$ cat config.mk
export PLATFORM = sky130hd
export DESIGN_NAME = serial_addsub_flat
export DESIGN_NICKNAME = d
export VERILOG_FILES = /design/src/rtl/serial_addsub_if.sv /design/src/rtl/serial_addsub.sv /design/src/flat_wrapper.sv
export SDC_FILE = /design/constraint.sdc
export NUM_CORES = 1
export LEC_CHECK = 0
export ABC_AREA = 1
export CORE_UTILIZATION = 25
export DETAILED_ROUTE_END_ITERATION = 16
export HOLD_SLACK_MARGIN = 0.08
export PLACE_DENSITY_LB_ADDON = 0.3
export SETUP_SLACK_MARGIN = 0.3
export SLEW_MARGIN = 10
export SYNTH_ARGS = -nofsm -noshare
export SYNTH_HDL_FRONTEND = slang
export SYNTH_SLANG_ARGS = --single-unit
$ cat constraint.sdc
create_clock -name clk -period 1.8 [get_ports clk]
set_input_delay 0.54 -clock clk [delete_from_list [all_inputs] [get_ports clk]]
set_output_delay 0.54 -clock clk [all_outputs]
set_load 0.02 [all_outputs]
$ cat src/rtl/serial_addsub_if.sv
// Operand/result bundle for serial_addsub: start/busy/done handshake plus data.
interface serial_addsub_if #(
   parameter int WIDTH = 4
);
   logic             start;
   logic             mode;
   logic [WIDTH-1:0] a;
   logic [WIDTH-1:0] b;
   logic             busy;
   logic             done;
   logic [WIDTH-1:0] result;
   logic             cb;
   logic             overflow;

   modport master (output start, mode, a, b,
                   input  busy, done, result, cb, overflow);
   modport slave  (input  start, mode, a, b,
                   output busy, done, result, cb, overflow);
endinterface

$ cat src/rtl/serial_addsub.sv
// Bit-serial adder/subtractor: one full add/sub cell, LSB first, WIDTH+1 busy cycles.
// result/cb/overflow are loaded only on entry to DONE and hold until the next completion.
module serial_addsub #(
   parameter int WIDTH = 4
) (
   input logic           clk,
   input logic           reset,
   serial_addsub_if.slave bus
);
   localparam int CW = (WIDTH > 2) ? $clog2(WIDTH) : 1;
   localparam logic [CW-1:0] LAST = CW'(WIDTH - 1);

   typedef enum logic [1:0] {IDLE, RUN, DONE} state_e;

   state_e           state_q, state_d;
   logic [CW-1:0]    cnt_q, cnt_d;
   logic [WIDTH-1:0] a_q, a_d, b_q, b_d, acc_q, acc_d;
   logic [WIDTH-1:0] result_q, result_d;
   logic             mode_q, mode_d, chain_q, chain_d;
   logic             cb_q, cb_d, ovf_q, ovf_d;
   logic             busy_q, busy_d, done_q, done_d;

   logic ai, bi, sum_bit, chain_out;

   // Shared cell: the sum/difference bit is the same XOR; only the chain term differs.
   assign ai        = a_q[0];
   assign bi        = b_q[0];
   assign sum_bit   = ai ^ bi ^ chain_q;
   assign chain_out = mode_q ? ((~ai & bi) | (~(ai ^ bi) & chain_q))
                             : ((ai & bi) | (chain_q & (ai ^ bi)));

   always_comb begin
      // NOTE: every _d gets a default before the case so no path leaves one unassigned (no latches).
      state_d  = state_q;
      cnt_d    = cnt_q;
      a_d      = a_q;
      b_d      = b_q;
      acc_d    = acc_q;
      mode_d   = mode_q;
      chain_d  = chain_q;
      result_d = result_q;
      cb_d     = cb_q;
      ovf_d    = ovf_q;
      done_d   = 1'b0;

      case (state_q)
         IDLE: begin
            if (bus.start) begin
               a_d     = bus.a;
               b_d     = bus.b;
               mode_d  = bus.mode;
               chain_d = 1'b0;
               cnt_d   = '0;
               acc_d   = '0;
               state_d = RUN;
            end
         end
         RUN: begin
            a_d     = a_q >> 1;
            b_d     = b_q >> 1;
            chain_d = chain_out;
            acc_d   = {sum_bit, acc_q[WIDTH-1:1]};
            cnt_d   = cnt_q + CW'(1);
            if (cnt_q == LAST) begin
               // chain_q is the carry/borrow into the MSB, chain_out the one leaving it.
               result_d = {sum_bit, acc_q[WIDTH-1:1]};
               cb_d     = chain_out;
               ovf_d    = chain_q ^ chain_out;
               done_d   = 1'b1;
               state_d  = DONE;
            end
         end
         DONE:    state_d = IDLE;
         default: state_d = IDLE;
      endcase

      busy_d = (state_d != IDLE);
   end

   always_ff @(posedge clk) begin
      // NOTE: non-blocking assignments so every register samples the pre-edge values.
      if (reset) begin
         state_q  <= IDLE;
         cnt_q    <= '0;
         a_q      <= '0;
         b_q      <= '0;
         acc_q    <= '0;
         mode_q   <= 1'b0;
         chain_q  <= 1'b0;
         result_q <= '0;
         cb_q     <= 1'b0;
         ovf_q    <= 1'b0;
         busy_q   <= 1'b0;
         done_q   <= 1'b0;
      end else begin
         state_q  <= state_d;
         cnt_q    <= cnt_d;
         a_q      <= a_d;
         b_q      <= b_d;
         acc_q    <= acc_d;
         mode_q   <= mode_d;
         chain_q  <= chain_d;
         result_q <= result_d;
         cb_q     <= cb_d;
         ovf_q    <= ovf_d;
         busy_q   <= busy_d;
         done_q   <= done_d;
      end
   end

   assign bus.busy     = busy_q;
   assign bus.done     = done_q;
   assign bus.result   = result_q;
   assign bus.cb       = cb_q;
   assign bus.overflow = ovf_q;
endmodule
$ cat src/flat_wrapper.sv
// flat-port wrapper written by rule: the top's interface ports become plain ports
module serial_addsub_flat 
#(
   parameter int WIDTH = 4
)
  (clk, reset, bus_start, bus_mode, bus_a, bus_b, bus_busy, bus_done, bus_result, bus_cb, bus_overflow);
  serial_addsub_if #(.WIDTH(WIDTH)) bus_i ();
  input logic clk;
  input logic reset;
  input wire logic [$bits(bus_i.start)-1:0] bus_start;
  input wire logic [$bits(bus_i.mode)-1:0] bus_mode;
  input wire logic [$bits(bus_i.a)-1:0] bus_a;
  input wire logic [$bits(bus_i.b)-1:0] bus_b;
  output wire logic [$bits(bus_i.busy)-1:0] bus_busy;
  output wire logic [$bits(bus_i.done)-1:0] bus_done;
  output wire logic [$bits(bus_i.result)-1:0] bus_result;
  output wire logic [$bits(bus_i.cb)-1:0] bus_cb;
  output wire logic [$bits(bus_i.overflow)-1:0] bus_overflow;
  assign bus_i.start = bus_start;
  assign bus_i.mode = bus_mode;
  assign bus_i.a = bus_a;
  assign bus_i.b = bus_b;
  assign bus_busy = bus_i.busy;
  assign bus_done = bus_i.done;
  assign bus_result = bus_i.result;
  assign bus_cb = bus_i.cb;
  assign bus_overflow = bus_i.overflow;
  serial_addsub #(.WIDTH(WIDTH)) u_core (.clk(clk), .reset(reset), .bus(bus_i));
endmodule
# After elaboration in Yosys (flattened, before gate mapping)
# Cells that the tools add are included.
dict set report classes {
  shift 0
  n_addsub 1
  eq_ne 3
  div_mod_pow 0
  reduce_logical 7
  bitwise 12
  n_mux 15
  mul 0
  n_lt_le_gt_ge 0
}
# operator count
set ops {}
lappend ops {{case mux 4 bit (2 select lines)} 3}
lappend ops {{two-way mux 4 bit} 3}
lappend ops {{case mux 2 bit (2 select lines)} 2}
lappend ops {{two-way mux 2 bit} 3}
lappend ops {{AND reduction 2 bit} 3}
lappend ops {{AND 1 bit} 4}
lappend ops {{nonzero test 2 bit} 2}
lappend ops {{two-way mux 1 bit} 3}
lappend ops {{inverter 1 bit} 3}
lappend ops {{bitwise XOR 1 bit} 3}
lappend ops {{adder 2 x 1 -> 2 bit (second input constant)} 1}
lappend ops {{equality test 2 x 1 -> 1 bit (second input constant)} 1}
lappend ops {{equality test 2 bit (second input constant)} 1}
lappend ops {{zero test 2 bit} 1}
lappend ops {{inequality test 2 bit (second input constant)} 1}
lappend ops {{bitwise OR 1 bit} 2}
lappend ops {{case mux 1 bit (2 select lines)} 1}
lappend ops {{OR reduction 2 bit} 1}
dict set report totals {
  word_cells 50
  latch_bits 0
  ramBits 0
  regBits 26
  output_inout_bits 8
  memories 0
  rom_bits 0
}

# Depth between registers and ports, before layout
# Gate-level depths: netlist of run 1.
dict set report depth {
  ltp_word 6
  ltp_mapped 8
  ltp_nobuf 8
}

# Worst setup path after synthesis of run 1
# OpenSTA, ideal clock, no wires.
dict set report synth_path {
  kind {reg2reg}
  startpoint {register u_core.chain_q}
  endpoint {register u_core.ovf_q, in the netlist u_core.bus.overflow}
  synth_period_minus_slack_ns 1.285
  n_path_buf 0
  arrival_time_ns 1.176
  required_time_ns 1.691
  setup_slack_ns 0.515
  stages_incl_launch_ff 9
  cell_sequence {dfxtp_1 inv_1 fa_1 inv_1 nand2_1 nand3_1 nand3_1 nand2_1 inv_1}
}
dict set report synth_between {
  elab_chain_cells 4
}
# item line
set synth_lines {}
lappend synth_lines {{from (decl)} serial_addsub.sv:19} ;# logic mode_q, mode_d, chain_q, chain_d;
lappend synth_lines {{from (signal assigned)} serial_addsub.sv:102} ;# chain_q <= chain_d;
lappend synth_lines {{AND 1 bit, on equally long branches} {serial_addsub.sv:30, serial_addsub.sv:29}}
lappend synth_lines {{bitwise OR 1 bit, on equally long branches} {serial_addsub.sv:30, serial_addsub.sv:29}}
lappend synth_lines {{two-way mux 1 bit} serial_addsub.sv:29} ;# assign chain_out = mode_q ? ((~ai & bi) | (~(ai ^ bi) & chain_q))
lappend synth_lines {{bitwise XOR 1 bit *} serial_addsub.sv:68} ;# ovf_d = chain_q ^ chain_out;
lappend synth_lines {{to (signal assigned)} serial_addsub.sv:105} ;# ovf_q <= ovf_d;
lappend synth_lines {{to (decl)} serial_addsub.sv:20} ;# logic cb_q, cb_d, ovf_q, ovf_d;
# Mark *: on every way between the ends. The rest lies on a longest branch, timed or not.
# A chain may end at the register's enable or synchronous reset.

# Worst setup path in the final report of run 1
dict set report layout_path {
  startpoint {register u_core.done_q, in the netlist u_core.bus.done}
  endpoint {output port bus_done}
}
# item line
set layout_rtl {}
lappend layout_rtl {{from (decl)} serial_addsub.sv:21} ;# logic busy_q, busy_d, done_q, done_d;
lappend layout_rtl {{from (signal assigned)} serial_addsub.sv:107} ;# done_q <= done_d;
lappend layout_rtl {{to (decl)} flat_wrapper.sv:15} ;# output wire logic [$bits(bus_i.done)-1:0] bus_done;
# No word-level cell between the ends.

==> flow_summary.ini, run 1 <==
[status]
status = completed

[setup_path]
startpoint_type = flip-flop
crit_path_cell_trace = dlygate4sd2_1
crit_type = flip-flop to output pin
path_max_fanout = 1
worstSetupPathDepth = 1
required_ps = 1260
crit_path_top_delay_cell = dlygate4sd2_1
r2r_cells = 8
critical_path.top_delay_family = buffers and inverters
arrival_ps = 910
end_kind = output pin
critPathMaxStageDelay_ps = 320
worst-path-buf-inv = 1
reg2reg_slack_ps = 420

[clocking]
cts_made_buffers = 3
postCtsSetupRepairBufs = 0
clockBufferDepth = 2
cts_tree = yes
path_clk_slew_ps = 90
clk_latency_ps = 270
cts_root_buf = clkbuf_8
cts_num_sinks = 25
cts.hold.buffers_added = 0
htree_num_levels = 1

[synth]
synthAdderAreaFrac = 0.0481
synth-seq-cells = 25
synth_top_family_by_area = simple AND/OR/NAND/NOR gates
syn_inst = 152
ys_top_cells_by_area = dfxtp_1 46%, nor2_1 10%, nand2_1 10%, inv_1 7.9%, a21oi_1 6.9%
yosysTopAreaCell = dfxtp_1
synth-xor-area-share = 0
synth_top_area_frac = 0.458
syn_area_um2 = 1090
seq_area_frac_synth = 0.458
syn_nets = 167
synthMuxAreaShare = 0
ys_types = 18
synth_compound_gate_area_share = 0.124
synth_area_per_cell_um2 = 7.19
yosys_warnings = 0
synth-simple-area-share = 0.263

[timing]
fin_hold_ws_ps = 462
finalSetupTns_ps = 0
finalCriticalPeriod_ps = 1450
skew_ps = 3.09
timing.fmax_mhz = 690
fin_ws_ps = 351
worst_pin_slew_ps = 371
hold_viol = 0
drv_slew = 0
post-route-period-util = 0.805
grt_setup_unrepaired = no
finalSetupViolations = 0
relSlewSlack = 0.752

[final_layout]
drive_above_1_share = 0.109
diodes = 0
post-route-util = 0.333
fin_nets = 190
fillCellCount = 461
area_delta_synth_final_pct = 24.4

[power]
p_switching_w = 0.000276
combPwrFrac = 0.123
p_sw_frac = 0.258
power.internal_w = 0.000792
leakagePower_nw = 0.608
clkPwrFrac = 0.323
power.density_nw_per_um2 = 785
p_total_w = 0.00107
power_frac_seq = 0.554
max-vdd-ir-drop_mv = 0.283

[run]
maxCapViolCount = 0

[route]
viasPerCell = 4.04
drt_first_iter_violations = 45
top_layer = met4
drt-total-wl_mm = 2.13
dr_wl_met2_um = 893
wl_per_cell_um = 9.53
firstDrtPassIters = 4
drc = 0
routed-wl-met3_um = 63
dr_total_vias = 904
ant_nets = 0
wl_met1_mm = 1.12

[floorplanning]
initial_core_util = 0.268
core-area_um2 = 4090
die_h_um = 68.1
die_w_um = 68.1
core.rowCount = 23
io_pins = 20
die_area_um2 = 4640

[place]
place_ws_ps = 140
gp_congestion = 0.725
io_buffers = 19
hpwl_mm = 1.53

[grt]
grt-ovfl-total = 0
grt_max_degree = 16
antenna_found_initial = 0
grt_pass1_wl_mm = 3.88
grt_pass1_vias = 865
gr-usage-all-layers = 0.111

[min_path]
hp-class = flip-flop to flip-flop
min_path_cells = 1
-- state kept, by name, indices dropped and copies added, names as in the netlist --
register,cells
u_core.b_q,4
u_core.bus.cb,1
u_core.bus.overflow,1
u_core.bus.result,4
u_core.bus.busy,1
u_core.chain_q,1
u_core.a_q,4
u_core.acc_q,3
u_core.state_q,2
u_core.bus.done,1
u_core.mode_q,1
u_core.cnt_q,2
-- through the flow --
| step | instances | instance area [um2] |
|---|---|---|
| 3_5_place_dp | 220 | 1340 |
| 6_report | 224 | 1360 |
| 2_1_floorplan | 152 | 1090 |
| 4_1_cts | 224 | 1380 |
| 5_1_grt | 224 | 1360 |
| 3_3_place_gp | 220 | 1340 |
-- Yosys cell counts --
cell type,n
o21ai_1,1
nand2_1,29
o21ai_0,11
clkinv_2,1
nand3_1,4
nor2_1,30
buf_6,1
ha_1,1
clkbuf_1,2
nand2_4,2
fa_1,2
dfxtp_1,25
inv_2,2
a21oi_1,15
and3_1,1
nand2_2,1
inv_1,23
nor2_4,1
-- cell type report --
| cell class | instances | area [um2] | share of cell area |
|---|---|---|---|
| clock buffer | 3 | 41.3 | 0.0304 |
| clock inverter | 1 | 7.51 | 0.00552 |
| inverter | 26 | 98.8 | 0.0727 |
| multi-input combinational | 98 | 475 | 0.350 |
| sequential | 25 | 500 | 0.368 |
| tap | 50 | 62.6 | 0.0460 |
| timing repair buffer | 21 | 174 | 0.128 |
-- metal layers --
layer / global-route usage / vias up
li1: - / 508
met1: 0.154 / 381
met2: 0.165 / 10
met3: 0.0183 / 5
met4: 0.0547 / 0
met5: 0 / -
-- layout by cell type (no fill, tap or decap), types with 3 or more instances in the layout --
cell type / synthesis / routed
clkbuf_2: 0 / 6
o21ai_0: 11 / 11
inv_1: 23 / 23
a21oi_1: 15 / 15
nor2_1: 30 / 30
nand3_1: 4 / 4
clkdlybuf4s50_1: 0 / 11
clkbuf_8: 0 / 3
dfxtp_1: 25 / 25
nand2_1: 29 / 29
-- path summary, 6_finish.rpt --
path / from / endpoint
hold reg to reg: u_core.cnt_q[0] / u_core.cnt_q[0]
setup / recovery: u_core.bus.done / bus_done
setup reg to reg: u_core.chain_q / u_core.bus.overflow
hold / removal: u_core.cnt_q[0] / u_core.cnt_q[0]
-- cell families after synthesis --
logic type / after synthesis
AOI/OAI and AO/OA: 27
and+or+nand+nor: 68
adders and majority gates: 3
buffers and inverters: 29
DFF: 25
-- power by group through the flow --
stage / clock network (W) / registers (W) / logic (W)
final: 0.000345 / 0.000591 / 0.000131
after CTS: 0.000354 / 0.000591 / 0.000133
after global placement: 0 / 0.000604 / 0.000135
after floorplan: 0 / 0.000604 / 0.0000839
after detailed placement: 0 / 0.000604 / 0.000134
after global routing: 0.000376 / 0.000596 / 0.000155
-- repair_timing --
action                                  CTS  global route
hold endpoints to repair                  0             0
resized for setup                         8            13
endpoints found under the setup margin    8             7
(Power assumes the default switching activity.)
==> run 2: changes to the inputs <==
- clock period: 1.8 -> 1.5 ns (I/O delays scaled with it)
==> run 2 against run 1 <==
  * Critical path depth is 7 higher
  * Setup slack worse by 87 ps
  * Clock power is 22% higher
  * Sequential power is 20% higher
  * Sequential share of layout area is 2.1 points lower
  * Flip-flop and latch count stayed put
  * Cell area is 11% higher
  * Critical path type is now flip-flop to flip-flop
  * Highest routed layer unchanged
==> flow_summary.ini, run 2 (synthesized netlist as in run 1, its figures left out) <==
[status]
status = completed

[min_path]
min_path_cells = 1
hp-class = flip-flop to flip-flop
worstHoldStart = u_core.cnt_q[0]
hold_end = u_core.cnt_q[0]

[timing]
skew_ps = 5.47
finalSetupTns_ps = 0
relSlewSlack = 0.837
finalSetupViolations = 0
fin_ws_ps = 264
post-route-period-util = 0.824
finalCriticalPeriod_ps = 1240
timing.fmax_mhz = 809
worst_pin_slew_ps = 244
fin_hold_ws_ps = 430
hold_viol = 0
grt_setup_unrepaired = yes
drv_slew = 0

[place]
hpwl_mm = 1.60
detailed_place.area_um2 = 1360
gp_congestion = 0.734
place_ws_ps = -115
io_buffers = 19

[clocking]
cts_root_buf = clkbuf_8
clk_latency_ps = 280
cts_tree = yes
cts.hold.buffers_added = 0
clockBufferDepth = 2
path_clk_slew_ps = 90
htree_num_levels = 1
cts_made_buffers = 3
cts_num_sinks = 25

[final_layout]
fin_nets = 194
layout_common_cells = 28 x nor2_1, 26 x nand2_1, 17 x inv_1
layout_commonest_cell = nor2_1
diodes = 0
area_delta_synth_final_pct = 37.9
drive_above_1_share = 0.309
stdcell_area_um2 = 1510

[setup_path]
critPathMaxStageDelay_ps = 400
arrival_ps = 1420
crit_top_cell = nand3_2
crit_path_top_delay_cell = fa_2
r2r_cells = 8
reg2reg_slack_ps = 260
r2r-end = u_core.bus.overflow
crit_path_cell_trace = inv_4 > fa_2 > inv_2 > nand2_2 > nand3_2 > nand3_2 > nand2_1 > inv_1
r2r_start = u_core.chain_q
crit_type = flip-flop to flip-flop
required_ps = 1690
path_max_fanout = 4
end_kind = flip-flop
startpoint_type = flip-flop

[route]
wl_per_cell_um = 9.99
viasPerCell = 4.24
dr_total_vias = 967
drc = 0
drt-total-wl_mm = 2.28
ant_nets = 0
drt_first_iter_violations = 35
firstDrtPassIters = 5

[grt]
met1_usage = 0.142
use_met3 = 0.0167
grt_max_degree = 16
met2_usage = 0.183
grt-ovfl-total = 0
antenna_found_initial = 0
grt_pass1_vias = 884
grt_pass1_wl_mm = 3.86
busiest_layer = met2
gr-usage-all-layers = 0.112

[floorplanning]
core-area_um2 = 4090
core.rowCount = 23
die_area_um2 = 4640
die_h_um = 68.1
io_pins = 20
initial_core_util = 0.268
die_w_um = 68.1

[power]
p_total_w = 0.00131
max-vdd-ir-drop_mv = 0.331
leakagePower_nw = 0.645
power.density_nw_per_um2 = 869

[run]
maxCapViolCount = 0
==> run 2: changes by cell type in the layout (fill, tap and decap cells not counted), sizes merged <==
cell and change:
clkdlybuf4s15 -1, clkbuf -6, buf +12, clkdlybuf4s50 -1
==> run 2: worst max-delay path: cells and delay by family (launching register included) <==
| kind | cells | cell delay, ps |
|---|---|---|
| fa+ha+maj | 1 | 400 |
| flops | 1 | 390 |
| simple gates | 4 | 220 |
| buf+inv | 3 | 130 |
==> run 2: report_power, final <==
part / internal (W) / leakage (nW) / switching [W] / total [W]
sequential: 0.000692 / 0.211 / 0.0000204 / 0.000712
clock: 0.000189 / 0.0217 / 0.000231 / 0.000420
combinational: 0.0000819 / 0.412 / 0.0000959 / 0.000178
total: 0.000963 / 0.645 / 0.000347 / 0.00131
==> run 2: metrics by stage <==
stage          cells  utilization
2_1_floorplan    152            -
3_3_place_gp     222        0.333
3_5_place_dp     222        0.333
4_1_cts          227        0.350
5_1_grt          228        0.369
6_report         228        0.369
==> run 2: final cells by class <==
class                      count  area, um2
fill                         450       2580
timing repair buffer          25        256
sequential                    25        523
multi-input combinational     98        513
tap                           50       62.6
clock buffer                   3       41.3
inverter                      26        104
clock inverter                 1       7.51
==> run 2: worst max path at each step <==
stage                           to            from
2_1_floorplan  u_core.bus.overflow  u_core.chain_q
3_3_place_gp         u_core.a_q[2]       bus_start
3_5_place_dp         u_core.b_q[1]       bus_start
4_1_cts             u_core.chain_q  u_core.chain_q
5_1_grt             u_core.chain_q  u_core.chain_q
6_report       u_core.bus.overflow  u_core.chain_q
==> run 2: metal layers <==
layer,up-vias,part of all wire
li1,515,-
met1,430,0.47
met2,17,0.47
met3,5,0.029
met4,0,0.026
met5,-,0
==> run 2: timing repair <==
| item | 4_1_cts | 5_1_grt |
|---|---|---|
| resized for setup | 59 | 23 |
| pin swaps | 6 | 7 |
| setup buffers | 1 | 1 |
| setup endpoints to repair | 26 | 28 |
==> run 3: changes to the inputs <==
- clock period: 1.5 -> 1.13 ns (I/O delays scaled with it)
==> run 3 against run 2 <==
  * The run now ends with negative setup slack left
  * Clock skew fell by 4.0 ps
  * Combinational power rose by 120%
  * Die area did not move
  * Sequential power rose by 33%
  * Fmax rose by 2.9%
  * Clock power rose by 25%
  * Core utilization rose by 9.6 points
==> flow_summary.ini, run 3 (synthesized netlist as in run 1, its figures left out) <==
[timing]
drv_slew = 0
finalCriticalPeriod_ps = 1200
finalSetupTns_ps = -291
fin_hold_ws_ps = 485
skew_ps = 1.47
relSlewSlack = 0.833
fin_ws_ps = -70.9
grt_setup_unrepaired = yes
finalSetupViolations = 5
hold_viol = 0
worst_pin_slew_ps = 250
post-route-period-util = 1.06
timing.fmax_mhz = 833

[route]
firstDrtPassIters = 4
ant_nets = 0
dr_total_vias = 1055
viasPerCell = 4.38
drt-total-wl_mm = 2.70
drt_first_iter_violations = 19
drc = 0
wl_per_cell_um = 11.2

[run]
maxCapViolCount = 0

[grt]
grt_max_degree = 15
gr-usage-all-layers = 0.127
antenna_found_initial = 0
grt_pass1_wl_mm = 4.33
grt_pass1_vias = 937
grt-ovfl-total = 0

[clocking]
cts_tree = yes
cts_num_sinks = 25
clk_latency_ps = 270
clockBufferDepth = 2
cts_root_buf = clkbuf_8
cts.hold.buffers_added = 0
htree_num_levels = 1
cts_made_buffers = 3
path_clk_slew_ps = 80

[power]
p_switching_w = 0.000519
power_frac_seq = 0.509
max-vdd-ir-drop_mv = 0.411
p_sw_frac = 0.278
leakagePower_nw = 0.813
combPwrFrac = 0.208
power.density_nw_per_um2 = 982
power.internal_w = 0.00135
clkPwrFrac = 0.283

[min_path]
hp-class = flip-flop to flip-flop
hold_end = u_core.b_q[3]
min_path_cells = 2
worstHoldStart = u_core.b_q[3]

[place]
dp_cells = 226
gp_congestion = 0.744
hpwl_mm = 1.62
place_ws_ps = -477
io_buffers = 19
detailed_place.area_um2 = 1450

[final_layout]
stdcell_area_um2 = 1900
layout.cells.non_filler = 241
multi_input_area_um2 = 754
fin_nets = 207
register_area_um2 = 526
layout_common_cells = 18 x nor2_1, 17 x nand2_1, 15 x inv_1
layout_commonest_cell = nor2_1
diodes = 0
area_delta_synth_final_pct = 73.7
fillCellCount = 410
drive_above_1_share = 0.565

[setup_path]
r2r_cells = 4
startpoint_type = flip-flop
r2r-end = u_core.bus.result[3]
required_ps = 1300
reg2reg_slack_ps = -70
path_max_fanout = 3
r2r_start = u_core.b_q[0]
end_kind = flip-flop
arrival_ps = 1370
crit_type = flip-flop to flip-flop

[status]
status = finished with violations
violations = negative setup slack

[floorplanning]
die_h_um = 68.1
die_area_um2 = 4640
io_pins = 20
core.rowCount = 23
die_w_um = 68.1
core-area_um2 = 4090
initial_core_util = 0.268
run 3: cell count changes in the layout (fill, tap and decap cells not counted), sizes merged:
cell,before,now
clkbuf,3,4
clkinvlp,1,0
clkdlybuf4s50,10,9
clkinv,1,2
buf,14,26
nand2,32,33
run 3: stage by stage:
| step | utilization | total power, W |
|---|---|---|
| floorplan | - | 0.00112 |
| global placement | 0.355 | 0.00122 |
| detailed placement | 0.355 | 0.00122 |
| CTS | 0.419 | 0.00181 |
| global route | 0.465 | 0.00196 |
| finish | 0.465 | 0.00187 |
run 3: layout make-up:
cell class | count | share of cell area
multi-input combinational | 99 | 0.397
sequential | 25 | 0.277
timing repair buffer | 37 | 0.202
inverter | 26 | 0.0672
tap | 50 | 0.0329
clock buffer | 3 | 0.0217
clock inverter | 1 | 0.00264
run 3: how the worst max path moves through the flow:
stage,end,slack [ps],startpoint
after global placement,u_core.b_q[1],-450,bus_start
after CTS,u_core.bus.result[3],-80,u_core.b_q[0]
after detailed placement,u_core.mode_q,-480,bus_start
final,u_core.bus.result[3],-70,u_core.b_q[0]
after floorplan,u_core.bus.overflow,-40,u_core.b_q[0]
after global routing,u_core.bus.overflow,-160,u_core.a_q[0]
run 3: repair_timing:
action                                  CTS  global route
endpoints found under the setup margin   33            33
gates resized for setup                 106            36
gates cloned                              1             1
pin swaps                                22            20
buffers inserted                          6             3
run 3: metal layers:
layer	vias up	global-route usage	routed length, um
li1	548	-	-
met2	18	0.188	1290
met1	485	0.177	1270
met3	4	0.0250	80
met5	-	0	0
met4	0	0.0547	50
run 3: critical path: stages (launching register included):
cell and delay, ps:
dfxtp_2 350, fa_2 570, inv_2 40, o21ai_1 100
nor2_1 40
run 3: power by group through the flow:
stage / sequential [W] / clock (W) / combinational (W)
after global placement: 0.000963 / 0 / 0.000254
after CTS: 0.000949 / 0.000541 / 0.000321
after global routing: 0.000955 / 0.000581 / 0.000429
after floorplan: 0.000963 / 0 / 0.000154
final: 0.000949 / 0.000527 / 0.000389
after detailed placement: 0.000963 / 0 / 0.000254
